<file path="config.mk">
export PLATFORM = sky130hd
export DESIGN_NAME = addr_rr_scheduler
export DESIGN_NICKNAME = d
export VERILOG_FILES = /design/src/rtl/addr_rr_scheduler.sv
export SDC_FILE = /design/constraint.sdc
export NUM_CORES = 1
export LEC_CHECK = 0
export BUFFER_PORTS_ARGS = -buffer_cell sky130_fd_sc_hd__buf_2
export CORE_UTILIZATION = 45
export DETAILED_ROUTE_END_ITERATION = 16
export PLACE_DENSITY = 0.78
export SYNTH_ARGS = -nofsm -noshare
export SYNTH_HDL_FRONTEND = slang
export SYNTH_SLANG_ARGS = --single-unit
</file>
<file path="constraint.sdc">
create_clock -name clk -period 5.55 [get_ports clk]
set_input_delay 1.11 -clock clk [delete_from_list [all_inputs] [get_ports clk]]
set_output_delay 1.11 -clock clk [all_outputs]
set_load 0.01 [all_outputs]
</file>
<file path="src/rtl/addr_rr_scheduler.sv">
// Round-robin front end sharing one pipelined adder between NUM_REQ requesters; results return in order.
// Optional ADDR_SCHED_ERR_EN adds a sticky sched_err output (orphan return or push into a full tag FIFO).
module addr_rr_scheduler #(
  parameter int NUM_REQ         = 4,
  parameter int WIDTH           = 8,
  parameter int ADDR_LAT        = 3,
  parameter int MAX_OUTSTANDING = 4
) (
  input  logic                          clk,
  input  logic                          reset_n,
  input  logic                          sched_en,
  input  logic [NUM_REQ-1:0]            req_valid,
  input  logic [NUM_REQ-1:0][WIDTH-1:0] req_a,
  input  logic [NUM_REQ-1:0][WIDTH-1:0] req_b,
  input  logic [NUM_REQ-1:0]            req_cin,
  output logic [NUM_REQ-1:0]            req_ready,
  output logic [NUM_REQ-1:0]            rsp_valid,
  output logic [WIDTH-1:0]              rsp_sum,
  output logic                          rsp_carry,
  output logic                          add_data_val,
  output logic [WIDTH-1:0]              add_value_a,
  output logic [WIDTH-1:0]              add_value_b,
  output logic                          add_c_in,
  input  logic [WIDTH-1:0]              add_sum_result,
  input  logic                          add_sum_carry,
  input  logic                          add_data_ready,
`ifdef ADDR_SCHED_ERR_EN
  output logic                          sched_err,
`endif
  output logic                          sched_idle
);
  localparam int PTR_W   = $clog2(NUM_REQ);
  localparam int FIFO_AW = $clog2(MAX_OUTSTANDING);
  localparam int CNT_W   = FIFO_AW + 1;
  localparam logic [PTR_W:0]   NREQ    = (PTR_W+1)'(NUM_REQ);
  localparam logic [CNT_W-1:0] CREDITS = CNT_W'(MAX_OUTSTANDING);

  generate
    if (NUM_REQ < 2 || NUM_REQ > 8 || ADDR_LAT < 1 || MAX_OUTSTANDING < 2 ||
        (MAX_OUTSTANDING & (MAX_OUTSTANDING - 1)) != 0) begin : g_bad_cfg
      $error("addr_rr_scheduler: unsupported parameter set");
    end
  endgenerate

  typedef enum logic [1:0] {S_IDLE, S_ACTIVE, S_DRAIN} state_t;

  state_t             state;
  logic [PTR_W-1:0]   rr_ptr;
  logic [PTR_W-1:0]   tag_mem [MAX_OUTSTANDING];
  logic [FIFO_AW-1:0] wr_ptr, rd_ptr;
  logic [CNT_W-1:0]   count;
  logic               pop, full, can_issue, grant_any;
  logic [PTR_W-1:0]   grant_idx, head_tag;
  logic [PTR_W:0]     cand;

  assign pop       = add_data_ready && (count != '0);
  assign full      = (count == CREDITS);
  assign head_tag  = tag_mem[rd_ptr];
  // A pop in the same cycle frees the credit the new grant consumes.
  assign can_issue = reset_n && (state == S_ACTIVE) && (!full || pop);

  // Scan downward so the lowest offset from rr_ptr is the last (winning) assignment.
  always_comb begin
    grant_any = 1'b0;
    grant_idx = '0;
    cand      = '0;
    for (int k = NUM_REQ - 1; k >= 0; k--) begin
      cand = {1'b0, rr_ptr} + (PTR_W+1)'(k);
      if (cand >= NREQ) cand = cand - NREQ;
      if (can_issue && req_valid[cand[PTR_W-1:0]]) begin
        grant_any = 1'b1;
        grant_idx = cand[PTR_W-1:0];
      end
    end
  end

  always_comb begin
    req_ready = '0;
    if (grant_any) req_ready[grant_idx] = 1'b1;
  end

  always_ff @(posedge clk) begin
    if (grant_any) tag_mem[wr_ptr] <= grant_idx;
  end

  always_ff @(posedge clk) begin
    if (!reset_n) begin
      state        <= S_IDLE;
      sched_idle   <= 1'b1;
      rr_ptr       <= '0;
      wr_ptr       <= '0;
      rd_ptr       <= '0;
      count        <= '0;
      add_data_val <= 1'b0;
      add_value_a  <= '0;
      add_value_b  <= '0;
      add_c_in     <= 1'b0;
      rsp_valid    <= '0;
      rsp_sum      <= '0;
      rsp_carry    <= 1'b0;
`ifdef ADDR_SCHED_ERR_EN
      sched_err    <= 1'b0;
`endif
    end else begin
      unique case (state)
        S_IDLE: begin
          if (sched_en) state <= S_ACTIVE;
          sched_idle <= !sched_en;
        end
        S_ACTIVE: begin
          if (!sched_en) state <= (count != '0) ? S_DRAIN : S_IDLE;
          sched_idle <= !sched_en && (count == '0);
        end
        S_DRAIN: begin
          if (sched_en)            state <= S_ACTIVE;
          else if (count == '0)    state <= S_IDLE;
          sched_idle <= !sched_en && (count == '0);
        end
        default: begin
          state      <= S_IDLE;
          sched_idle <= 1'b1;
        end
      endcase

      if (grant_any) begin
        rr_ptr <= (grant_idx == PTR_W'(NUM_REQ - 1)) ? '0 : grant_idx + 1'b1;
        wr_ptr <= wr_ptr + 1'b1;
      end
      if (pop) rd_ptr <= rd_ptr + 1'b1;

      case ({grant_any, pop})
        2'b10:   count <= count + 1'b1;
        2'b01:   count <= count - 1'b1;
        default: ;
      endcase

      add_data_val <= grant_any;
      add_value_a  <= grant_any ? req_a[grant_idx]   : '0;
      add_value_b  <= grant_any ? req_b[grant_idx]   : '0;
      add_c_in     <= grant_any ? req_cin[grant_idx] : 1'b0;

      rsp_valid <= pop ? (NUM_REQ'(1) << head_tag) : '0;
      rsp_sum   <= pop ? add_sum_result : '0;
      rsp_carry <= pop ? add_sum_carry  : 1'b0;
`ifdef ADDR_SCHED_ERR_EN
      if ((add_data_ready && count == '0) || (grant_any && full && !pop)) sched_err <= 1'b1;
`endif
    end
  end
endmodule
</file>
==> results.py <==
metrics = {
    "timing": {
        "rsz0062_at_grt": "no",
        "worst_pin_slew_ns": 1.23,
        "skew_ns": 0.0123,
        "worst_slack_ns": 1.24,
        "setup-tns-final_ns": 0,
        "fin_crit_sh": 0.777,
        "fin_hold_ws_ns": 0.508,
        "slew_headroom": 0.171,
        "setup-violations-final": 0,
        "max_freq_mhz": 232,
        "finalMaxSlewViolations": 0,
        "finalCriticalPeriod_ns": 4.31,
        "hold_viol_final": 0,
    },
    "critical_path": {
        "worstPathCellList": "buf_2, nand3_2, nor4_1, inv_1, ha_1, and2_1, buf_2",
        "critPathLaunch": "reset_n",
        "cpMostUsedCell": "buf_2",
        "crit_type": "in2out",
        "reg2reg_from": "count[0]$_SDFFE_PN0P_",
        "critical-path-top-delay-family": "simple AND/OR/NAND/NOR gates",
        "cp-end-kind": "output port",
        "worst_path_max_delay_cell": "nor4_1",
        "critPathMaxStageDelay_ns": 1.05,
        "path_buf_inv": 3,
        "cp_max_fo": 15,
        "start_kind": "input pin",
        "rrSetupSlack_ns": 2.98,
        "arrival_ns": 3.20,
        "critPathRequiredTime_ns": 4.44,
    },
    "outcome": {
        "outcome": "finished, final reports clean",
    },
    "routing": {
        "via_per_inst": 4.89,
        "wl_um": 5090,
        "dr.pass1.iters": 4,
        "drc": 0,
        "routedWlPerCell_um": 12.4,
        "detailedRoute.firstIterationViolations": 49,
        "num_vias": 2014,
        "ant_nets": 0,
    },
    "cts": {
        "cts_buffers": 5,
        "clockBufferDepth": 2,
        "clk_latency_ns": 0.30,
        "htreeDepth": 2,
        "cts-root-buf": "clkbuf_8",
        "tritoncts": "yes",
        "numClockSinks": 53,
        "clkSlewWorstSetupHoldPaths_ns": 0.09,
        "cts_hold_buffers": 0,
        "post_cts_buffers": 0,
        "ctsResizeCount": 0,
    },
    "synthesis": {
        "synth_seq_cells": 53,
        "synth-edff-count": 8,
        "yosysTopAreaCellShare": 0.357,
        "postSynth.asyncResetShare": 0,
        "syn_inst": 222,
        "syn_nets": 321,
        "synth_common_cells": "dfxtp_1, mux2i_1, and2_1, ha_1, inv_1",
        "postSynthAreaPerCell_sq_um": 11.4,
        "yosys-top-cells-area": "dfxtp_1, mux2i_1, edfxtp_1",
        "ys.warnings.count": 0,
        "ys_dominant_reg_cell": "dfxtp_1",
        "yosysTopAreaCell": "dfxtp_1",
        "synth_cell_types": 40,
        "synth_area_sq_um": 2520,
        "yosysSeqAreaShare": 0.452,
        "yosysMostFrequentCell": "dfxtp_1",
    },
    "power_and_ir_drop": {
        "max-vdd-ir-drop_v": 0.000123,
        "power.density_nw_per_um2": 261,
        "leakage_nw": 1.53,
        "totalPowerFinal_w": 0.000840,
    },
    "die": {
        "die_y_um": 76.9,
        "core_sq_um": 5240,
        "start_util": 0.482,
        "pin_count": 121,
        "fp-row-count": 26,
        "dieArea_sq_um": 5910,
        "die_w_um": 76.9,
    },
    "flow_run": {
        "drv_cap": 0,
    },
    "place": {
        "place_congestion": 0.849,
        "dp_hpwl_um": 3990,
        "place_worst_setup_slack_ns": 1.21,
        "port_buffers": 120,
    },
    "hold_path": {
        "holdCritStartpoint": "state[0]$_SDFFE_PN0P_",
        "hold_path_class": "reg2reg",
    },
    "global_route": {
        "grt_pass1_wl_um": 8110,
        "antenna_found_initial": 0,
        "grt_pass1_vias": 1834,
        "grt_use_total": 0.173,
        "grt_overflow": 0,
        "grt_max_degree": 35,
    },
    "cells_and_area": {
        "nets": 440,
        "syn2layout_area_growth_pct": 27.5,
        "antenna_cells": 0,
        "drive_above_1_share": 0.415,
        "finish.utilization": 0.614,
    },
}
## metal layers
layer  global-route usage  wire length [um]  vias up
li1                     -                 -     1018
met1                0.202              2170      906
met2                0.301              2530       76
met3               0.0333               260       14
met4               0.0885               132        0
met5                    0                 0        -
## area by class of cell
cell class | instances | area (sq um)
clock inverter | 1 | 8.76
fill | 462 | 2020
inverter | 13 | 48.8
tap | 70 | 87.6
clock buffer | 7 | 76.3
sequential | 53 | 1140
timing repair buffer | 122 | 616
multi-input combinational | 146 | 1240
## worst paths after layout
kind	to	depth (start not counted)
worst max-delay path	req_ready[2]	7
worst min-delay path	state[0]$_SDFFE_PN0P_	2
worst min register to register	state[0]$_SDFFE_PN0P_	2
worst max register to register	count[2]$_SDFFE_PN0P_	10
## power breakdown
part	switching [W]	internal [W]
registers	0.0000165	0.000418
clock network	0.000119	0.0000903
logic	0.0000970	0.0000995
## state kept, by name, indices dropped and copies added (netlist names), named ones only
name          flops
add_c_in          1
tag_mem           8
count             3
sched_idle        1
add_data_val      1
rd_ptr            2
add_value_a       8
rsp_valid         4
rr_ptr            2
rsp_sum           8
state             2
wr_ptr            2
rsp_carry         1
add_value_b       8
## cells by family after synthesis
family          Yosys count  synth area share
mux                      40             0.169
flops                    53             0.452
xor+xnor                  5            0.0174
simple gates             55             0.133
fa+ha+maj                14            0.0724
compound gates           32            0.0977
buf+inv                  23            0.0590
## worst min-delay path, delay by kind of cell, from the launching register on
family | cells | cell delay [ns]
DFF | 1 | 0.35
and+or+nand+nor | 2 | 0.12
## per-stage QoR
step	std cells	cell area [sq um]
floorplan	222	2520
global placement	404	3130
detailed placement	404	3130
CTS	412	3220
global route	412	3220
finish	412	3220
## cells in the final DEF (no fill, tap or decap), drive strengths merged, types with 2 or more instances in the layout
cell type / instances
nor4: 3
nor3: 2
nor2b: 4
or3: 2
edfxtp: 8
buf: 122
ha: 13
dfxtp: 45
nand3: 2
and2: 24
nor3b: 2
nand2: 6
xnor2: 3
inv: 13
o22ai: 18
clkbuf: 7
o21ai: 4
mux2i: 38
nor2: 6
xor2: 2
a21oi: 6
mux4: 2
Power figures use the tool's default switching activity.
